--- config.mk ---
export PLATFORM = sky130hd
export DESIGN_NAME = qcv_lsu
export DESIGN_NICKNAME = d
export VERILOG_FILES = /design/src/rtl/qcv_pkg.sv /design/src/rtl/qcv_lsu_align.sv /design/src/rtl/qcv_lsu.sv
export SDC_FILE = /design/constraint.sdc
export NUM_CORES = 1
export LEC_CHECK = 0
export CAP_MARGIN = 25
export CORE_MARGIN = 1
export CORE_UTILIZATION = 49
export CTS_CLUSTER_SIZE = 28
export DETAILED_ROUTE_END_ITERATION = 8
export PLACE_DENSITY = 0.82
export SKIP_CTS_REPAIR_TIMING = 1
export SYNTH_ARGS = -nofsm -noshare
export SYNTH_HDL_FRONTEND = slang
export SYNTH_SLANG_ARGS = --single-unit
--- constraint.sdc ---
create_clock -name clk_i -period 4.5 [get_ports clk_i]
set_input_delay 0.45 -clock clk_i [delete_from_list [all_inputs] [get_ports clk_i]]
set_output_delay 0.45 -clock clk_i [all_outputs]
set_load 0.05 [all_outputs]
--- src/rtl/qcv_pkg.sv ---
// Shared types and constants for the qcv load/store unit.
package qcv_pkg;

    localparam int unsigned XLEN = 32;
    localparam int unsigned BE_W = 4;

    localparam logic [1:0] LSU_TYPE_B = 2'b00;
    localparam logic [1:0] LSU_TYPE_H = 2'b01;
    localparam logic [1:0] LSU_TYPE_W = 2'b10;

    localparam logic [BE_W-1:0] BE_BYTE = 4'b0001;
    localparam logic [BE_W-1:0] BE_HALF = 4'b0011;
    localparam logic [BE_W-1:0] BE_WORD = 4'b1111;

    typedef enum logic [2:0] {
        LSU_IDLE,
        LSU_GNT1,
        LSU_RV1,
        LSU_GNT2,
        LSU_RV2
    } lsu_state_e;

    // An access crosses a word boundary; the reserved type 11 behaves as a word.
    function automatic logic lsu_split(input logic [1:0] typ, input logic [1:0] off);
        case (typ)
            LSU_TYPE_B: return 1'b0;
            LSU_TYPE_H: return (off == 2'd3);
            default:    return (off != 2'd0);
        endcase
    endfunction

endpackage

--- src/rtl/qcv_lsu_align.sv ---
// Byte-lane steering: byte enables per part, store-data rotation and
// load-data alignment with sign/zero extension.
module qcv_lsu_align
    import qcv_pkg::*;
(
    input  logic [1:0]      i_type,
    input  logic [1:0]      i_off,
    input  logic            i_part,
    input  logic            i_sign,
    input  logic [XLEN-1:0] i_wdata,
    input  logic [XLEN-1:0] i_rdata1,
    input  logic [XLEN-1:0] i_rdata2,
    output logic [BE_W-1:0] o_be,
    output logic [XLEN-1:0] o_wdata,
    output logic [XLEN-1:0] o_rdata
);

    logic [5:0]        w_shamt;
    logic [BE_W-1:0]   w_base;
    logic [2*BE_W-1:0] w_mask;
    logic [XLEN-1:0]   w_raw;

    always_comb begin
        w_shamt = {1'b0, i_off, 3'b000};

        case (i_type)
            LSU_TYPE_B: w_base = BE_BYTE;
            LSU_TYPE_H: w_base = BE_HALF;
            default:    w_base = BE_WORD;
        endcase

        // Upper nibble of the shifted mask holds the lanes spilling into part 2.
        w_mask = {{BE_W{1'b0}}, w_base} << i_off;
        o_be   = i_part ? w_mask[2*BE_W-1:BE_W] : w_mask[BE_W-1:0];

        o_wdata = (i_wdata << w_shamt) | (i_wdata >> (6'd32 - w_shamt));

        w_raw = XLEN'({i_rdata2, i_rdata1} >> w_shamt);
        case (i_type)
            LSU_TYPE_B: o_rdata = {{24{i_sign & w_raw[7]}}, w_raw[7:0]};
            LSU_TYPE_H: o_rdata = {{16{i_sign & w_raw[15]}}, w_raw[15:0]};
            default:    o_rdata = w_raw;
        endcase
    end

endmodule

--- src/rtl/qcv_lsu.sv ---
// Load/store unit: one outstanding access, misaligned accesses split into two
// word transactions on a req/gnt/rvalid data port.
module qcv_lsu
    import qcv_pkg::*;
#(
    parameter bit MISALIGNED_EN = 1'b1
) (
    input  logic            clk_i,
    input  logic            rst_i,
    input  logic            lsu_req_i,
    input  logic            lsu_we_i,
    input  logic [1:0]      lsu_type_i,
    input  logic            lsu_sign_ext_i,
    input  logic [XLEN-1:0] lsu_addr_i,
    input  logic [XLEN-1:0] lsu_wdata_i,
    output logic            lsu_busy_o,
    output logic            data_req_o,
    input  logic            data_gnt_i,
    output logic [XLEN-1:0] data_addr_o,
    output logic            data_we_o,
    output logic [BE_W-1:0] data_be_o,
    output logic [XLEN-1:0] data_wdata_o,
    input  logic            data_rvalid_i,
    input  logic [XLEN-1:0] data_rdata_i,
    input  logic            data_err_i,
    output logic [XLEN-1:0] rf_wdata_lsu_o,
    output logic            rf_we_lsu_o,
    output logic            lsu_resp_valid_o,
    output logic            lsu_resp_err_o
);

    lsu_state_e      r_state, w_state_nxt;
    logic [XLEN-1:0] r_addr, r_wdata, r_rdata1;
    logic [1:0]      r_type;
    logic            r_we, r_sign, r_err_pend;

    logic            w_accept, w_reject, w_split, w_part2;
    logic [XLEN-1:0] w_base_addr, w_rdata1, w_rdata2, w_bus_wdata, w_ext;
    logic [BE_W-1:0] w_be;

    assign w_accept    = (r_state == LSU_IDLE) && lsu_req_i;
    assign w_reject    = w_accept && lsu_split(lsu_type_i, lsu_addr_i[1:0]) && !MISALIGNED_EN;
    assign w_split     = lsu_split(r_type, r_addr[1:0]);
    assign w_part2     = (r_state == LSU_GNT2) || (r_state == LSU_RV2);
    assign w_base_addr = {r_addr[XLEN-1:2], 2'b00};
    assign w_rdata1    = (r_state == LSU_RV2) ? r_rdata1 : data_rdata_i;
    assign w_rdata2    = (r_state == LSU_RV2) ? data_rdata_i : '0;

    qcv_lsu_align u_align (
        .i_type   (r_type),
        .i_off    (r_addr[1:0]),
        .i_part   (w_part2),
        .i_sign   (r_sign),
        .i_wdata  (r_wdata),
        .i_rdata1 (w_rdata1),
        .i_rdata2 (w_rdata2),
        .o_be     (w_be),
        .o_wdata  (w_bus_wdata),
        .o_rdata  (w_ext)
    );

    always_ff @(posedge clk_i or posedge rst_i) begin
        if (rst_i) r_state <= LSU_IDLE;
        else       r_state <= w_state_nxt;
    end

    // Request latches and the part-1 read buffer.
    always_ff @(posedge clk_i or posedge rst_i) begin
        if (rst_i) begin
            r_addr     <= '0;
            r_wdata    <= '0;
            r_rdata1   <= '0;
            r_type     <= LSU_TYPE_B;
            r_we       <= 1'b0;
            r_sign     <= 1'b0;
            r_err_pend <= 1'b0;
        end else begin
            r_err_pend <= w_reject;
            if (w_accept) begin
                r_addr  <= lsu_addr_i;
                r_wdata <= lsu_wdata_i;
                r_type  <= lsu_type_i;
                r_we    <= lsu_we_i;
                r_sign  <= lsu_sign_ext_i;
            end
            if (r_state == LSU_RV1 && data_rvalid_i) r_rdata1 <= data_rdata_i;
        end
    end

    always_comb begin
        w_state_nxt      = r_state;
        lsu_busy_o       = (r_state != LSU_IDLE);
        data_req_o       = 1'b0;
        data_addr_o      = '0;
        data_we_o        = 1'b0;
        data_be_o        = '0;
        data_wdata_o     = '0;
        lsu_resp_valid_o = 1'b0;
        lsu_resp_err_o   = 1'b0;
        rf_we_lsu_o      = 1'b0;
        rf_wdata_lsu_o   = '0;

        case (r_state)
            LSU_IDLE: if (w_accept && !w_reject) w_state_nxt = LSU_GNT1;
            LSU_GNT1, LSU_GNT2: begin
                data_req_o   = 1'b1;
                data_addr_o  = w_part2 ? w_base_addr + 32'd4 : w_base_addr;
                data_we_o    = r_we;
                data_be_o    = w_be;
                data_wdata_o = w_bus_wdata;
                if (data_gnt_i) w_state_nxt = w_part2 ? LSU_RV2 : LSU_RV1;
            end
            LSU_RV1: begin
                if (data_rvalid_i) begin
                    if (data_err_i || !w_split) begin
                        lsu_resp_valid_o = 1'b1;
                        lsu_resp_err_o   = data_err_i;
                        w_state_nxt      = LSU_IDLE;
                    end else begin
                        w_state_nxt = LSU_GNT2;
                    end
                end
            end
            LSU_RV2: begin
                if (data_rvalid_i) begin
                    lsu_resp_valid_o = 1'b1;
                    lsu_resp_err_o   = data_err_i;
                    w_state_nxt      = LSU_IDLE;
                end
            end
            default: w_state_nxt = LSU_IDLE;
        endcase

        // Misaligned access rejected without touching the bus.
        if (r_err_pend) begin
            lsu_resp_valid_o = 1'b1;
            lsu_resp_err_o   = 1'b1;
        end

        rf_we_lsu_o    = lsu_resp_valid_o && !r_we && !lsu_resp_err_o;
        rf_wdata_lsu_o = rf_we_lsu_o ? w_ext : '0;
    end

endmodule

==> impl_metrics.py, run 1 <==
metrics = {
    "outcome": {
        "status": "finished, final reports clean",
    },
    "clock_network": {
        "clock_path_buffers": 2,
        "root_buffer": "clkbuf_16",
        "clock_sinks": 103,
        "cts_tree": "built",
        "clock_latency_ns": 0.36,
        "numCtsBuffers": 9,
        "clk_pin_slew_ns": 0.07,
        "htreeDepth": 3,
    },
    "sta": {
        "period_needed_ns": 3.920,
        "setup_viol": 0,
        "final_hold_viol_count": 0,
        "timing.final.ws_setup_ns": 0.5802,
        "setup-tns-final_ns": 0,
        "relSlewSlack_pct": 33.72,
        "skew_ns": 0.007561,
        "slew_violations": 0,
        "grt_setup_unrepaired": "no",
        "fin_crit_sh_pct": 87.11,
        "clock.fmax_mhz": 255.1,
        "max_slew.worst_pin.slew_ns": 0.9932,
    },
    "yosys": {
        "synth_edf_count": 0,
        "synth_fa_ha_area_share_pct": 0.5092,
        "synth-simple-area-share_pct": 14.04,
        "synthDistinctLibCells": 62,
        "yosys.area_share.xor_xnor_pct": 2.970,
        "syn_avg_cell_area_um2": 9.250,
        "yosys_warnings": 0,
        "synth_top_flop_cell": "dfrtp_1",
        "synth_compound_area_share_pct": 16.72,
        "synth.area.mux_share_pct": 25.73,
        "ys_seq_area_share_pct": 34.96,
        "synth_area_um2": 7372,
        "async_flop_share_pct": 100.0,
        "synth_cells": 797,
        "yosys_register_bits": 103,
        "synth_top_family_by_area": "multiplexers",
    },
    "final_layout": {
        "area_growth_pct": 38.07,
        "final_cells": 1159,
        "drive_above_1_share_pct": 24.33,
        "layout.nets": 1078,
        "num-fill-cells": 1075,
    },
    "floorplan": {
        "core_area_um2": 14590,
        "die-area_um2": 15540,
        "io-pin-count": 212,
        "initial_core_util_pct": 50.53,
        "fp-row-count": 44,
        "die_w_um": 124.7,
        "die_h_um": 124.7,
    },
    "place": {
        "placedCellCount": 1141,
        "pre_cts_ws_ns": 0.9209,
        "portBuffers": 209,
        "place_hpwl_um": 15580,
        "place_congestion": 0.9192,
    },
    "drt": {
        "drt-initial-drc-count": 562,
        "wl_um": 22020,
        "wl_met2_um": 10470,
        "route.detailed.drc": 0,
        "top_layer": "met4",
        "drtPass1Iterations": 6,
        "ant_nets": 0,
        "vias": 7036,
        "met3_length_um": 1737,
        "met1_length_um": 9296,
        "wl_per_cell_um": 19.00,
        "viasPerCell": 6.071,
    },
    "pwr": {
        "vdd_drop_max_v": 0.0006014,
        "p_leak_nw": 4.222,
        "p_per_area_nw_per_um2": 825.4,
    },
    "critical_path": {
        "arrival_ns": 3.47,
        "r2r_slack_ns": 2.17,
        "cp_max_fo": 26,
        "start_kind": "flip-flop",
        "critPathKind": "flip-flop to output port",
        "worst-endpoint-required_ns": 4.05,
        "crit_path_end_kind": "output port",
    },
    "global_routing": {
        "grt_max_degree": 68,
        "grt_pass1_wl_um": 35120,
        "antenna_found_initial": 1,
        "grt_pass1_vias": 6624,
        "grt_usage_pct": 28.16,
        "grt.overflow.total": 0,
    },
    "worst_hold_path": {
        "hp-class": "primary input to async pin",
    },
    "flow_run": {
        "cap_violations": 0,
    },
}
-- placed cells by master (no fill, tap or decap), drive strengths merged, types with 3 or more instances in the layout --
cell and n:
and3 3, a32oi 7, nand3b 3, nor4 5, a311oi 6, and2 3, buf 85, nand2 75
nand4 3, a21oi 41, mux4 8, mux2 100, or3 4, nor3 18, a222oi 7, a221oi 11
or2 3, dfrtp 103, ha 3, nor2b 3, clkbuf 9, a22oi 10, and4 4, o22a 5
inv 17, clkdlybuf4s50 143, xnor2 18, xor2 7, o21ai 84, mux2i 59, clkinv 3, nor2 78
bufinv 4, nand3 12
-- report_power, final --
part	switching, W	total (W)	leakage [nW]	internal [W]
Combinational	0.00309	0.00545	2.82	0.00236
Clock	0.000373	0.000977	0.180	0.000603
Sequential	0.000582	0.00198	1.22	0.00140
Total	0.00404	0.00840	4.22	0.00436
-- worst paths after layout --
kind | from | endpoint | cells after the start
setup / recovery | r_state[0] | rf_wdata_lsu_o[20] | 8
hold / removal | rst_i | r_wdata[31] | 2
setup reg to reg | r_state[0] | r_wdata[19] | 4
hold reg to reg | r_rdata1[9] | r_rdata1[9] | 1
max in group asynchronous | rst_i | r_rdata1[23] | 3
min in group clk_i | r_rdata1[9] | r_rdata1[9] | 1
-- cell families (layout without fill, tap and decap cells) --
logic type,count (synthesis),in the layout
AO/OA/AOI/OAI,189,189
XOR/XNOR,25,25
adder cells (fa/ha/maj),3,3
buffers and inverters,85,261
flip-flops,103,103
multiplexers,167,167
other,1,3
AND/OR/NAND/NOR,224,224
-- critical path: stages (launching register included) --
cell     delay [ns]
dfrtp_1        0.55
or3b_2         0.81
buf_4          0.37
a21oi_2        0.21
nand2_1        0.10
inv_2          0.07
nand2_1        0.42
o21ai_0        0.34
buf_4          0.24
-- cells in the mapped netlist, drive strengths merged, types with 3 or more instances --
master / number / share of area (%)
nand3b: 3 / 0.48
or2: 3 / 0.25
nand3: 12 / 0.81
o22a: 5 / 0.59
a32oi: 7 / 0.83
a311oi: 6 / 0.71
nand4: 3 / 0.25
xor2: 7 / 0.83
a222oi: 7 / 0.95
nor2b: 3 / 0.25
clkbuf: 37 / 1.9
nor2: 78 / 4.0
nor4: 5 / 0.42
mux4: 8 / 2.4
nor3: 18 / 1.2
nand2: 75 / 3.8
inv: 16 / 0.81
o21ai: 84 / 6.2
and2: 3 / 0.25
a221oi: 11 / 1.3
a22oi: 10 / 1.0
mux2i: 59 / 8.0
a21oi: 41 / 2.8
dfrtp: 103 / 35
mux2: 100 / 15
xnor2: 18 / 2.1
and4: 4 / 0.48
buf: 31 / 2.3
and3: 3 / 0.25
or3: 4 / 0.34
ha: 3 / 0.51
-- per-layer routing --
metal  global-route usage [%]  up-vias
li1                         -     3255
met1                    38.46     3384
met3                    5.713       41
met2                    44.10      356
met4                    10.35        0
met5                        0        -
-- metrics by stage --
stage          hold slack, ns  utilization, %  power [W]  cell area [µm²]
2_1_floorplan          0.4800               -   0.005493             7376
3_3_place_gp           0.4878           67.18   0.007287             9801
3_5_place_dp           0.4947           67.18   0.007379             9801
4_1_cts                0.4102           69.70   0.008381            10170
5_1_grt                0.4283           69.77   0.008860            10180
6_report               0.4016           69.77   0.008402            10180
-- state kept, by name (all words and copies together), names as in the netlist --
register	count
r_addr	32
r_rdata1	32
r_sign	1
r_state	3
r_type	2
r_wdata	32
r_we	1
-- area by class of cell --
type	instances	area (µm²)	share of cell area [%]
Antenna cell	1	2.502	0.02459
Clock buffer	9	225.2	2.213
Clock inverter	7	142.6	1.401
Inverter	17	66.31	0.6515
Multi-Input combinational cell	610	4449	43.71
Sequential cell	103	2580	25.35
Tap cell	184	230.2	2.262
Timing Repair Buffer	228	2482	24.39
(Power assumes the default switching activity.)
==> inputs of run 2 (changes only) <==
- CTS_CLUSTER_SIZE: 28 -> 10
==> results of run 2 <==
Final layout, timing and power as in run 1 (identical DEF).
==> inputs of run 3 (changes only) <==
- HOLD_SLACK_MARGIN: default -> 0.15
==> results of run 3 <==
Final layout, timing and power as in run 1 (identical DEF).
==> variant 1 (flow settings as in run 3) <==
Encoding of `lsu_state_e`: now Gray code (3 bits for 5 states).
--- a/src/rtl/qcv_pkg.sv
+++ b/src/rtl/qcv_pkg.sv
@@ -13,11 +13,11 @@
     localparam logic [BE_W-1:0] BE_WORD = 4'b1111;
 
     typedef enum logic [2:0] {
-        LSU_IDLE,
-        LSU_GNT1,
-        LSU_RV1,
-        LSU_GNT2,
-        LSU_RV2
+        LSU_IDLE = 3'b000,
+        LSU_GNT1 = 3'b001,
+        LSU_RV1  = 3'b011,
+        LSU_GNT2 = 3'b010,
+        LSU_RV2  = 3'b110
     } lsu_state_e;
 
     // An access crosses a word boundary; the reserved type 11 behaves as a word.
Function: same outputs for any inputs over 4 cycles, from zero or initial values and one cycle with rst_i high; so few cycles prove little.
==> variant 1 against run 3 <==
  * Clock power down 22%
  * Setup slack worse by 110 ps
  * Total power rose by 15%
  * Critical path depth unchanged
  * Sequential cell count unchanged
  * Sequential power increased by 6%
  * Die area grew 2.4%
  * Synthesized area rose by 2.5%
  * Cell area increased by 4.3%
  * Count of clock-buffer cells in the layout increased by 1
  * Wire length increased by 6.6%
  * Clock skew fell by 1.3 ps
==> variant 1: results (changes against run 3) <==
| Metric | Value |
|---|---|
| DR vias | `7,155 (+1.7%)` |
| Initial antenna violation count | `0 (-1)` |
| FF-to-FF path depth | `4 (unchanged)` |
| CTS buffer count | `9 (unchanged)` |
| Asr flop ratio synth | `100% (unchanged)` |
| Vias in the first global route | `7,004 (+5.7%)` |
| 1st-iter DRT viols | `534 (-5.0%)` |
| Reg-to-Reg Start | `r_state[1]` |
| Layout cells sized above 1 | `25.4% (+1.0 points)` |
| Worst reg2reg setup slack | `1870 ps (-300 ps)` |
| Hpwl dp | `16.5 mm (+5.9%)` |
| Clock Latency Late Sink | `360 ps (about the same)` |
| Synth top cells by count | `mux2_2 (109), dfrtp_1 (103), nor2_1 (73)` |
| Min-delay worst type | `input pin to asynchronous set/reset pin` |
| Routability cong. | `0.890 (-3.1%)` |
| Adder-cell share of the synthesized area | `0.497% (-0.012 points)` |
| Synth cell types | `60 (-3.2%)` |
| XOR/XNOR share of the synthesized area | `3.01% (+0.045 points)` |
| Worst slew pin tran | `840 ps (-153 ps)` |
| Worst Path Max Fanout | `58 (+120%)` |
| Clock-pin transition on the worst setup and hold timing paths | `70 ps (about the same)` |
| Synth top area cells | `dfrtp_1 (34%), mux2_2 (16%), mux4_2 (6.6%), mux2i_1 (5.7%), nor2_1 (3.6%)` |
| Worst r2r dst | `r_wdata[27]` |
| NetSw | `0.00492 W (+22%)` |
| DP Worst Slack | `950 ps (+29.1 ps)` |
| CTS H-tree lvls | `3 (unchanged)` |
| YS warnings | `0 (unchanged)` |
| P_leak | `4.14 nW (-2.0%)` |
| Clock Path Buffers | `2 (unchanged)` |
| Number of synthesized flops with an enable pin | `0 (unchanged)` |
| Mux cell area share after synthesis | `28.9% (+3.1 points)` |
| Root buf cell | `clkbuf_16` |
| Port buffer count | `209 (unchanged)` |
| Largest registers | `r_addr (32), r_rdata1 (32), r_wdata (32)` |
| Worst vdd ir | `744 uV (+24%)` |
| Worst Skew | `6.27 ps (-1.30 ps)` |
| Synthesized area per cell | `9.66 um2 (+4.4%)` |
| Top_reg_cell synth | `dfrtp_1` |
| WL per Instance | `20.5 um (+8.1%)` |
| Register area share after synthesis | `34.1% (-0.84 points)` |
| Status | `completed` |
| Compound-cell area share of the yosys netlist | `13.2% (-3.5 points)` |
| Global-route wire length before repair | `37.5 mm (+6.7%)` |
| Tot GR Track Use | `30.0% (+1.8 points)` |
| N_diodes | `0 (-1)` |
| Pin count of the biggest net entering global routing | `59 (-13%)` |
| Drt first pass iters | `9 (+3)` |
| Final net count | `1,058 (-1.9%)` |
| Filler Cell Count | `1,139 (+6.0%)` |
[variant 1: through the flow]
step	utilization (%)	cells	total power, W	hold slack, ps	area, um2
2_1_floorplan	-	783	0.00638	475	7560
3_3_place_gp	68.2	1125	0.00868	485	10300
3_5_place_dp	68.3	1126	0.00880	495	10300
4_1_cts	70.1	1142	0.00960	444	10600
5_1_grt	70.1	1142	0.0101	466	10600
6_report	70.1	1142	0.00964	439	10600
[variant 1: power groups by stage]
| stage | Sequential [W] | Combinational, W | Clock [W] |
|---|---|---|---|
| after floorplan | 0.00175 | 0.00463 | 0 |
| after global placement | 0.00205 | 0.00663 | 0 |
| after detailed placement | 0.00208 | 0.00672 | 0 |
| after CTS | 0.00207 | 0.00677 | 0.000767 |
| after global routing | 0.00216 | 0.00716 | 0.000801 |
| final | 0.00210 | 0.00678 | 0.000765 |
[variant 1: routing by layer]
metal / up-vias / part of all wire [%] / track usage, %
met5: - / 0 / 0
met4: 0 / 4.4 / 15.7
li1: 3213 / - / -
met3: 69 / 6.5 / 5.69
met2: 319 / 49 / 48.5
met1: 3554 / 40 / 38.1
[variant 1: kinds of logic after synthesis]
group,after synthesis
AND/OR/NAND/NOR,242
XOR/XNOR,26
multiplexers,176
AO/OA/AOI/OAI,148
other,1
buffers and inverters,83
adder cells (fa/ha/maj),3
flip-flops,103
[variant 1: area by class of cell]
class	instances	area [um2]	share of cell area, %
clock inverter	6	45.0	0.424
timing repair buffer	223	2850	26.9
inverter	15	58.8	0.554
sequential	103	2580	24.3
tap	188	235	2.22
multi-input combinational	597	4610	43.5
clock buffer	10	229	2.16
[variant 1: worst max path at each step]
| stage | from | endpoint | slack, ps | cells past startpoint |
|---|---|---|---|---|
| 4_1_cts | r_addr[0] | rf_wdata_lsu_o[12] | 520 | 9 |
| 3_3_place_gp | r_addr[0] | rf_wdata_lsu_o[12] | 1000 | 9 |
| 2_1_floorplan | r_addr[1] | data_wdata_o[16] | 380 | 10 |
| 3_5_place_dp | r_addr[0] | rf_wdata_lsu_o[12] | 950 | 9 |
| 5_1_grt | r_addr[0] | rf_wdata_lsu_o[12] | 210 | 9 |
| 6_report | r_addr[0] | data_wdata_o[24] | 470 | 8 |
[variant 1: worst max-delay path, cell delays in order (launching register included)]
cell,delay [ps]
dfrtp_4,880
inv_1,130
ha_1,320
buf_4,200
o21ai_0,380
and2_1,630
a222oi_1,240
nor2_1,230
buf_12,170
==> variant 2 (settings of run 3) <==
Without the edit above. The parameter `MISALIGNED_EN` goes from 1'b1 to 1'b0.
--- a/src/rtl/qcv_lsu.sv
+++ b/src/rtl/qcv_lsu.sv
@@ -3,7 +3,7 @@
 module qcv_lsu
     import qcv_pkg::*;
 #(
-    parameter bit MISALIGNED_EN = 1'b1
+    parameter bit MISALIGNED_EN = 1'b0
 ) (
     input  logic            clk_i,
     input  logic            rst_i,
Formal check against the unedited RTL: not equivalent (a bounded check fails within 4 cycles, from zero or initial values and one cycle with rst_i high).
==> variant 2 against run 3 <==
  * Total power up 3.7%
  * Cell area grew 4.7%
  * Sequential cell count rose by 1
  * Register-to-register slack got worse by 150 ps
  * Wire length increased by 5.2%
  * Synthesized area up 2.3%
  * Clock power down 12%
  * Setup slack got worse by 250 ps
  * Maximum frequency shrank 6.1%
  * Via count increased by 1.8%
  * Critical path type unchanged
  * Largest power group unchanged
  * Highest routed layer unchanged
==> variant 2: results (changes against run 3) <==
| Metric | Value |
|---|---|
| Hpwl dp | `16.2 mm (+3.9%)` |
| Placed cell areas | `10,300 um2 (+5.2%)` |
| Pin count of the biggest net entering global routing | `82 (+21%)` |
| Crit-path slowest cell | `dfrtp_2` |
| PwrDens | `818 nW/um2 (-0.96%)` |
| Worst vdd ir | `731 uV (+22%)` |
| Mux cell area share after synthesis | `26.1% (+0.35 points)` |
| Met3 Resource Use GR | `4.72% (-1.0 points)` |
| Metal2 WL | `11.5 mm (+10%)` |
| Synth top cells by count | `mux2_2 (110), dfrtp_1 (104), nor2_1 (103)` |
| 1st-iter DRT viols | `722 (+28%)` |
| Routability cong. | `0.836 (-9.1%)` |
| Max incr delay on CP | `770 ps (-40 ps)` |
| Routed met3 length | `1.50 mm (-14%)` |
| Worst path arrival time | `3720 ps (+250 ps)` |
| Global-route wire length before repair | `37.1 mm (+5.5%)` |
| Clock Latency Late Sink | `340 ps (-20 ps)` |
| Combinational power | `0.00581 W (+6.6%)` |
| Area Growth Syn to Fin | `41.3%` |
| Vias in the first global route | `6,937 (+4.7%)` |
| Synth cell types | `55 (-11%)` |
| Top delay family on crit path | `compound AO/OA/AOI/OAI gates` |
| Placed cells | `1,145 (+0.35%)` |
| Filler Cell Count | `1,081 (+0.56%)` |
| DP Worst Slack | `746 ps (-175 ps)` |
| DR vias | `7,161 (+1.8%)` |
| Status | `completed` |
| P_leak | `4.41 nW (+4.5%)` |
| Tot GR Track Use | `29.2% (+1.1 points)` |
| GR Layer Usage met2 | `48.5% (+4.4 points)` |
| Synthesized area per cell | `9.35 um2 (+1.0%)` |
| Compound-cell area share of the yosys netlist | `14.9% (-1.8 points)` |
| Via/cell ratio | `6.16 (+1.5%)` |
| Worst Path Max Fanout | `34 (+31%)` |
| Register area share after synthesis | `34.5% (-0.46 points)` |
| Met1 Use GR | `39.3% (+0.85 points)` |
| N_diodes | `0 (-1)` |
| Drt first pass iters | `5 (-1)` |
## variant 2: cell count changes after synthesis, sizes merged, moves of 10 or more
cell   delta
xnor2    -16
mux2     +10
nand2    -37
nand3    +12
o21ai    -40
xor2     +20
a21o     +10
o22ai    +12
nand4    +11
a21oi    -16
nor2     +25
## variant 2: area by class of cell
cell class,instances,area share (%)
Multi-Input combinational cell,620,43.1
Timing Repair Buffer,227,26.9
Sequential cell,104,24.4
Clock buffer,11,2.28
Tap cell,184,2.16
Clock inverter,5,0.740
Inverter,11,0.411
## variant 2: final timing paths
path                                  start                end  slack, ps  depth (start not counted)
worst min-delay path                  rst_i        r_wdata[13]        370                          2
max in group asynchronous             rst_i          r_addr[9]       3230                          4
worst min register to register  r_rdata1[3]        r_rdata1[3]        510                          1
worst max register to register    r_addr[0]         r_state[0]       2020                          8
worst max-delay path              r_addr[0]  rf_wdata_lsu_o[8]        330                         10
min in group clk_i              r_rdata1[3]        r_rdata1[3]        510                          1
